File: src/rtl/seg_scan_decoder.sv
`default_nettype none
// +--------------------------------------------------------------------------+
// | seg_scan_decoder                                                          |
// | Rebuilds 8 hex digits + decimal points from scanned active-low SEG/AN.    |
// | Rev 1.0                                                                   |
// +--------------------------------------------------------------------------+
`timescale 1ns/1ps

module seg_scan_decoder #(
    parameter int unsigned STABLE_CYCLES = 4
) (
    input  logic        clk,
    input  logic        rst,
    input  logic [7:0]  seg_in,
    input  logic [7:0]  an_in,
    output logic [31:0] digits,
    output logic [7:0]  dp,
    output logic        frame_valid,
    output logic        frame_stb,
    output logic        err_pattern,
    output logic        err_an
);

    localparam logic [7:0] c_STABLE  = 8'(STABLE_CYCLES);
    localparam logic [7:0] c_CAP_CNT = 8'(STABLE_CYCLES - 1);

    logic [15:0] sync1_q, sync_q, prev_q;
    logic [7:0]  cnt_q, cnt_d;
    logic [31:0] shadow_q, shadow_d;
    logic [7:0]  shadow_dp_q, shadow_dp_d;
    logic [7:0]  seen_q, seen_d;
    logic [31:0] digits_q, digits_d;
    logic [7:0]  dp_q, dp_d;
    logic        valid_q, valid_d;
    logic        stb_q, stb_d;
    logic        err_pat_q, err_pat_d;
    logic        err_an_q, err_an_d;

    logic        w_capture;
    logic [7:0]  w_an_lo;
    logic        w_blank;
    logic        w_onehot;
    logic [2:0]  w_pos;
    logic        w_glyph_ok;
    logic [3:0]  w_nibble;

    assign w_capture = (cnt_q == c_CAP_CNT) && (sync_q == prev_q);
    assign w_an_lo   = ~sync_q[15:8];
    assign w_blank   = (w_an_lo == 8'd0);
    assign w_onehot  = !w_blank && ((w_an_lo & (w_an_lo - 8'd1)) == 8'd0);

    always_comb begin
        w_pos = 3'd0;
        for (int k = 0; k < 8; k++) begin
            if (w_an_lo[k]) begin
                w_pos = 3'(k);
            end
        end
    end

    always_comb begin
        w_glyph_ok = 1'b1;
        w_nibble   = 4'h0;
        case (sync_q[6:0])
            7'h40: w_nibble = 4'h0;
            7'h79: w_nibble = 4'h1;
            7'h24: w_nibble = 4'h2;
            7'h30: w_nibble = 4'h3;
            7'h19: w_nibble = 4'h4;
            7'h12: w_nibble = 4'h5;
            7'h02: w_nibble = 4'h6;
            7'h78: w_nibble = 4'h7;
            7'h00: w_nibble = 4'h8;
            7'h18: w_nibble = 4'h9;
            7'h08: w_nibble = 4'hA;
            7'h03: w_nibble = 4'hB;
            7'h46: w_nibble = 4'hC;
            7'h21: w_nibble = 4'hD;
            7'h06: w_nibble = 4'hE;
            7'h0E: w_nibble = 4'hF;
            default: w_glyph_ok = 1'b0;
        endcase
    end

    always_comb begin
        cnt_d       = cnt_q;
        shadow_d    = shadow_q;
        shadow_dp_d = shadow_dp_q;
        seen_d      = seen_q;
        digits_d    = digits_q;
        dp_d        = dp_q;
        valid_d     = valid_q;
        stb_d       = 1'b0;
        err_pat_d   = 1'b0;
        err_an_d    = 1'b0;

        if (sync_q != prev_q) begin
            cnt_d = 8'd1;
        end else if (cnt_q < c_STABLE) begin
            cnt_d = cnt_q + 8'd1;
        end

        // Publish first so a capture on the same edge starts the next frame's mask
        if (seen_q == 8'hFF) begin
            digits_d = shadow_q;
            dp_d     = shadow_dp_q;
            stb_d    = 1'b1;
            valid_d  = 1'b1;
            seen_d   = 8'h00;
        end

        if (w_capture) begin
            if (w_onehot) begin
                if (w_glyph_ok) begin
                    shadow_d[{w_pos, 2'b00} +: 4] = w_nibble;
                    shadow_dp_d[w_pos]            = ~sync_q[7];
                    seen_d[w_pos]                 = 1'b1;
                end else begin
                    err_pat_d = 1'b1;
                end
            end else if (!w_blank) begin
                err_an_d = 1'b1;
            end
        end
    end

    always_ff @(posedge clk or posedge rst) begin
        if (rst) begin
            sync1_q     <= 16'hFFFF;
            sync_q      <= 16'hFFFF;
            prev_q      <= 16'hFFFF;
            cnt_q       <= 8'd0;
            shadow_q    <= 32'd0;
            shadow_dp_q <= 8'd0;
            seen_q      <= 8'd0;
            digits_q    <= 32'd0;
            dp_q        <= 8'd0;
            valid_q     <= 1'b0;
            stb_q       <= 1'b0;
            err_pat_q   <= 1'b0;
            err_an_q    <= 1'b0;
        end else begin
            sync1_q     <= {an_in, seg_in};
            sync_q      <= sync1_q;
            prev_q      <= sync_q;
            cnt_q       <= cnt_d;
            shadow_q    <= shadow_d;
            shadow_dp_q <= shadow_dp_d;
            seen_q      <= seen_d;
            digits_q    <= digits_d;
            dp_q        <= dp_d;
            valid_q     <= valid_d;
            stb_q       <= stb_d;
            err_pat_q   <= err_pat_d;
            err_an_q    <= err_an_d;
        end
    end

    assign digits      = digits_q;
    assign dp          = dp_q;
    assign frame_valid = valid_q;
    assign frame_stb   = stb_q;
    assign err_pattern = err_pat_q;
    assign err_an      = err_an_q;

endmodule

`default_nettype wire

File: config.mk
export PLATFORM = sky130hd
export DESIGN_NAME = seg_scan_decoder
export DESIGN_NICKNAME = d
export VERILOG_FILES = /design/src/rtl/seg_scan_decoder.sv
export SDC_FILE = /design/constraint.sdc
export NUM_CORES = 1
export LEC_CHECK = 0
export BUFFER_PORTS_ARGS = -buffer_cell sky130_fd_sc_hd__clkbuf_2
export CORE_MARGIN = 2
export CORE_UTILIZATION = 40
export CTS_CLUSTER_SIZE = 10
export DETAILED_ROUTE_END_ITERATION = 8
export GPL_TIMING_DRIVEN = 0
export PLACE_DENSITY = 0.56
export SYNTH_ARGS = -nofsm -noshare
export SYNTH_HDL_FRONTEND = slang
export SYNTH_SLANG_ARGS = --single-unit
export TNS_END_PERCENT = 50
File: constraint.sdc
create_clock -name clk -period 4.8 [get_ports clk]
set_input_delay 0.48 -clock clk [delete_from_list [all_inputs] [get_ports clk]]
set_output_delay 0.48 -clock clk [all_outputs]
set_load 0.03 [all_outputs]
==> results.md <==
- Async S/R FF share, synth: 100%
- Rows: 44
- Worst slew margin: 43.4%
- Sum Neg Setup Slack: 0 ps
- Clock Path Buffers: 2
- Vias in the first global route: 3848
- Synth Register Bits: 148
- Root Buffer: clkbuf_16
- Synth-to-Final Area Change: 19.4%
- Final Hold Viols: 0
- Worst Setup Path Type: flop to flop
- Seq pwr share: 47.3%
- Starting Density: 41.1%
- Cts repair resizes: 0
- Via density: 4.88
- Die Y-Extent: 127 µm
- Cell Int Power: 2.16 mW
- Simple-Gate Fraction of Synth Area: 18.1%
- Die Footprint: 16100 µm²
- Final-report setup violation count: 0
- Initial antenna violation count: 0
- P per Cell Area: 381 nW/µm²
- Final GP Congestion: 0.794
- Cts bufs inserted: 17
- Max incr delay on CP: 620 ps
- Total setup buffers inserted after CTS: 0
- DRT Pass-1 Iters: 4
- Cell Area, Synth: 6030 µm²
- GRT overflow: 0
- Static leakage: 3.51 nW
- RSZ-0062 raised after global routing: no
- Largest family of logic cells by synthesized area: simple AND/OR/NAND/NOR gates
- Routed wire length: 11.4 mm
- Clock skew after layout: 8.47 ps
- Worst Tran Pin Value: 846 ps
- Avg Cell Area, Syn: 11.8 µm²
- Xor/xnor share of the synthesized area: 2.74%
- Worst skew pair latency: 420 ps
- CTS clk-pin slew, worst paths: 60 ps
- Worst setup margin: 1390 ps
- Post-Synth Adder-Cell Area: 0.831%
- HP Start: an_in[3]
- Crit path capture type: flop
- Post-synth EDFFs: 0
- Worst VDD drop: 0.234 mV
- Arrival time at the worst endpoint: 3720 ps
- Top cells by count, synth: nand2_1, dfrtp_1, dfstp_2, mux2_2
- Crit path required time: 5100 ps
- Post-DP HPWL: 7.90 mm
- Clock sinks: 148
- Routed len/inst: 14.5 µm
- Synthesized net count: 533
- Unique masters post-synth: 57
- Worst hold slack: 137 ps
- Pins Over Slew Limit: 0
- Crit-path slowest cell: a31oi_1
- CTS tree: yes
- Mux contribution to synthesized area: 7.56%
- Max-Cap Viols: 0
- Delay-heaviest family, CP: simple AND/OR/NAND/NOR gates
- Most common cell in the netlist: nand2_1
- Post-synth top flop: dfrtp_1
- Worst path most repeated cell: ha_1
- First-pass GRT wire length: 19.5 mm
- Post-route clock period utilization: 71.1%
- Pre-CTS setup slack: 1330 ps
- Via Count: 3849
- Switching share of power: 21.5%
- Seq/Total Area, Yosys: 62.5%
- Top cells by area, synth: dfrtp_1, dfstp_2, nand2_1
- Share of layout cells above drive strength 1: 32.6%
- Area leader, netlist: dfrtp_1
- Total track usage: 15.4%
- Psw: 589 µW
- Complex-gate fraction of the synthesized area: 5.15%
- H-tree depth: 4
- Combinational share of power: 3.9%
- Yosys warns: 0
- Reg-to-Reg Start: sync_q[13]$_DFF_PP1_
- Status: completed
- Max frequency: 293 MHz
- Worst Path Buf+Inv: 1
- Hold buffers post-CTS: 0
- Hold crit path type: input port to flop
- ANT nets after route: 0
- Clock share of power: 48.8%
- Largest net degree at the start of global routing: 81
- Worst path cell trace: clkbuf_1 -> o21ai_0 -> a31oi_1 -> ha_1 -> ha_1 -> nor2b_1 -> nand4_1 -> nor4_2 -> mux2_2
- Drt drc: 0
- CP Launch Point: sync_q[13]$_DFF_PP1_
- Syn Inst Count: 511
- Iter 0 DRT Violations: 333
- Ant. Diodes: 0
- Worst setup SP type: flop
- Tmin final: 3410 ps
- Final net count: 614
- Top cell type's share of synthesized area: 41.5%
- Ports: 62
- Core ar.: 14600 µm²
- Port-buffer cells: 61
- Max FO, Critical Path: 10
- Power, Total: 2.74 mW
- Die X: 127 µm
[metrics by stage]
step	util [%]	std cells	cell area, µm²
after detailed placement	45.0	757	6590
after global routing	49.1	789	7200
after global placement	44.8	756	6560
after CTS	49.1	789	7200
final	49.1	789	7200
after floorplan	-	511	6030
[cell usage in the layout (no fill, tap or decap), types with 8 or more instances in the layout]
master	count
nand2_1	115
dfrtp_1	100
clkbuf_2	61
dfstp_2	48
mux2_2	28
clkbuf_1	20
o21ai_0	17
xnor2_1	17
clkbuf_16	17
nor2_1	14
inv_1	13
nand4_1	10
nand3_1	9
mux2i_1	8
[path summary, 6_finish.rpt]
path                                       endpoint  slack, ps  cells after the start
max                        shadow_q[18]$_DFFE_PP0P_       1390                      9
min                           sync1_q[11]$_DFF_PP1_        140                      1
max reg2reg                shadow_q[18]$_DFFE_PP0P_       1390                      9
min reg2reg                     sync_q[4]$_DFF_PP1_        350                      0
max in group asynchronous      sync1_q[7]$_DFF_PP1_       3870                      3
min in group asynchronous    digits[24]$_DFFE_PP0P_        170                      2
[power by group through the flow]
stage          registers [mW]  clock network [mW]  logic (mW)
2_1_floorplan            1.32                   0      0.0774
3_3_place_gp             1.32                   0       0.103
3_5_place_dp             1.32                   0       0.109
4_1_cts                  1.30                1.38       0.109
5_1_grt                  1.30                1.44       0.122
6_report                 1.30                1.34       0.107
[flip-flops by register name, summed over array words and instances, names as in the netlist, 16 cells and up]
name and flops:
shadow_q 32, sync1_q 16, prev_q 16, sync_q 16, digits 32
[metal layers]
| layer | wire (µm) | global-route usage, % |
|---|---|---|
| met5 | 0 | 0 |
| met4 | 204 | 5.82 |
| met3 | 473 | 3.96 |
| met2 | 5190 | 23.0 |
| met1 | 5560 | 21.7 |
[worst register-to-register path: stages, from the launching register on]
cell,delay (ps)
dfstp_2,530
clkbuf_1,310
o21ai_0,150
a31oi_1,620
ha_1,270
ha_1,230
nor2b_1,210
nand4_1,120
nor4_2,480
mux2_2,400
[cell type report]
cell class | instances | area [µm²]
Fill cell | 1338 | 7450
Sequential cell | 148 | 3760
Multi-Input combinational cell | 320 | 2070
Clock buffer | 21 | 450
Timing Repair Buffer | 62 | 333
Tap cell | 184 | 230
Clock inverter | 11 | 151
Buffer | 28 | 133
Inverter | 15 | 61.3
[cell families (layout without fill, tap and decap cells)]
logic type / Yosys count / after routing
xor gates and xnor gates: 18 / 18
adders and majority gates: 4 / 4
DFF: 148 / 148
muxes: 40 / 40
and+or+nand+nor: 212 / 212
buffers and inverters: 43 / 137
AOI/OAI and AO/OA: 46 / 46
(Power assumes the default switching activity.)
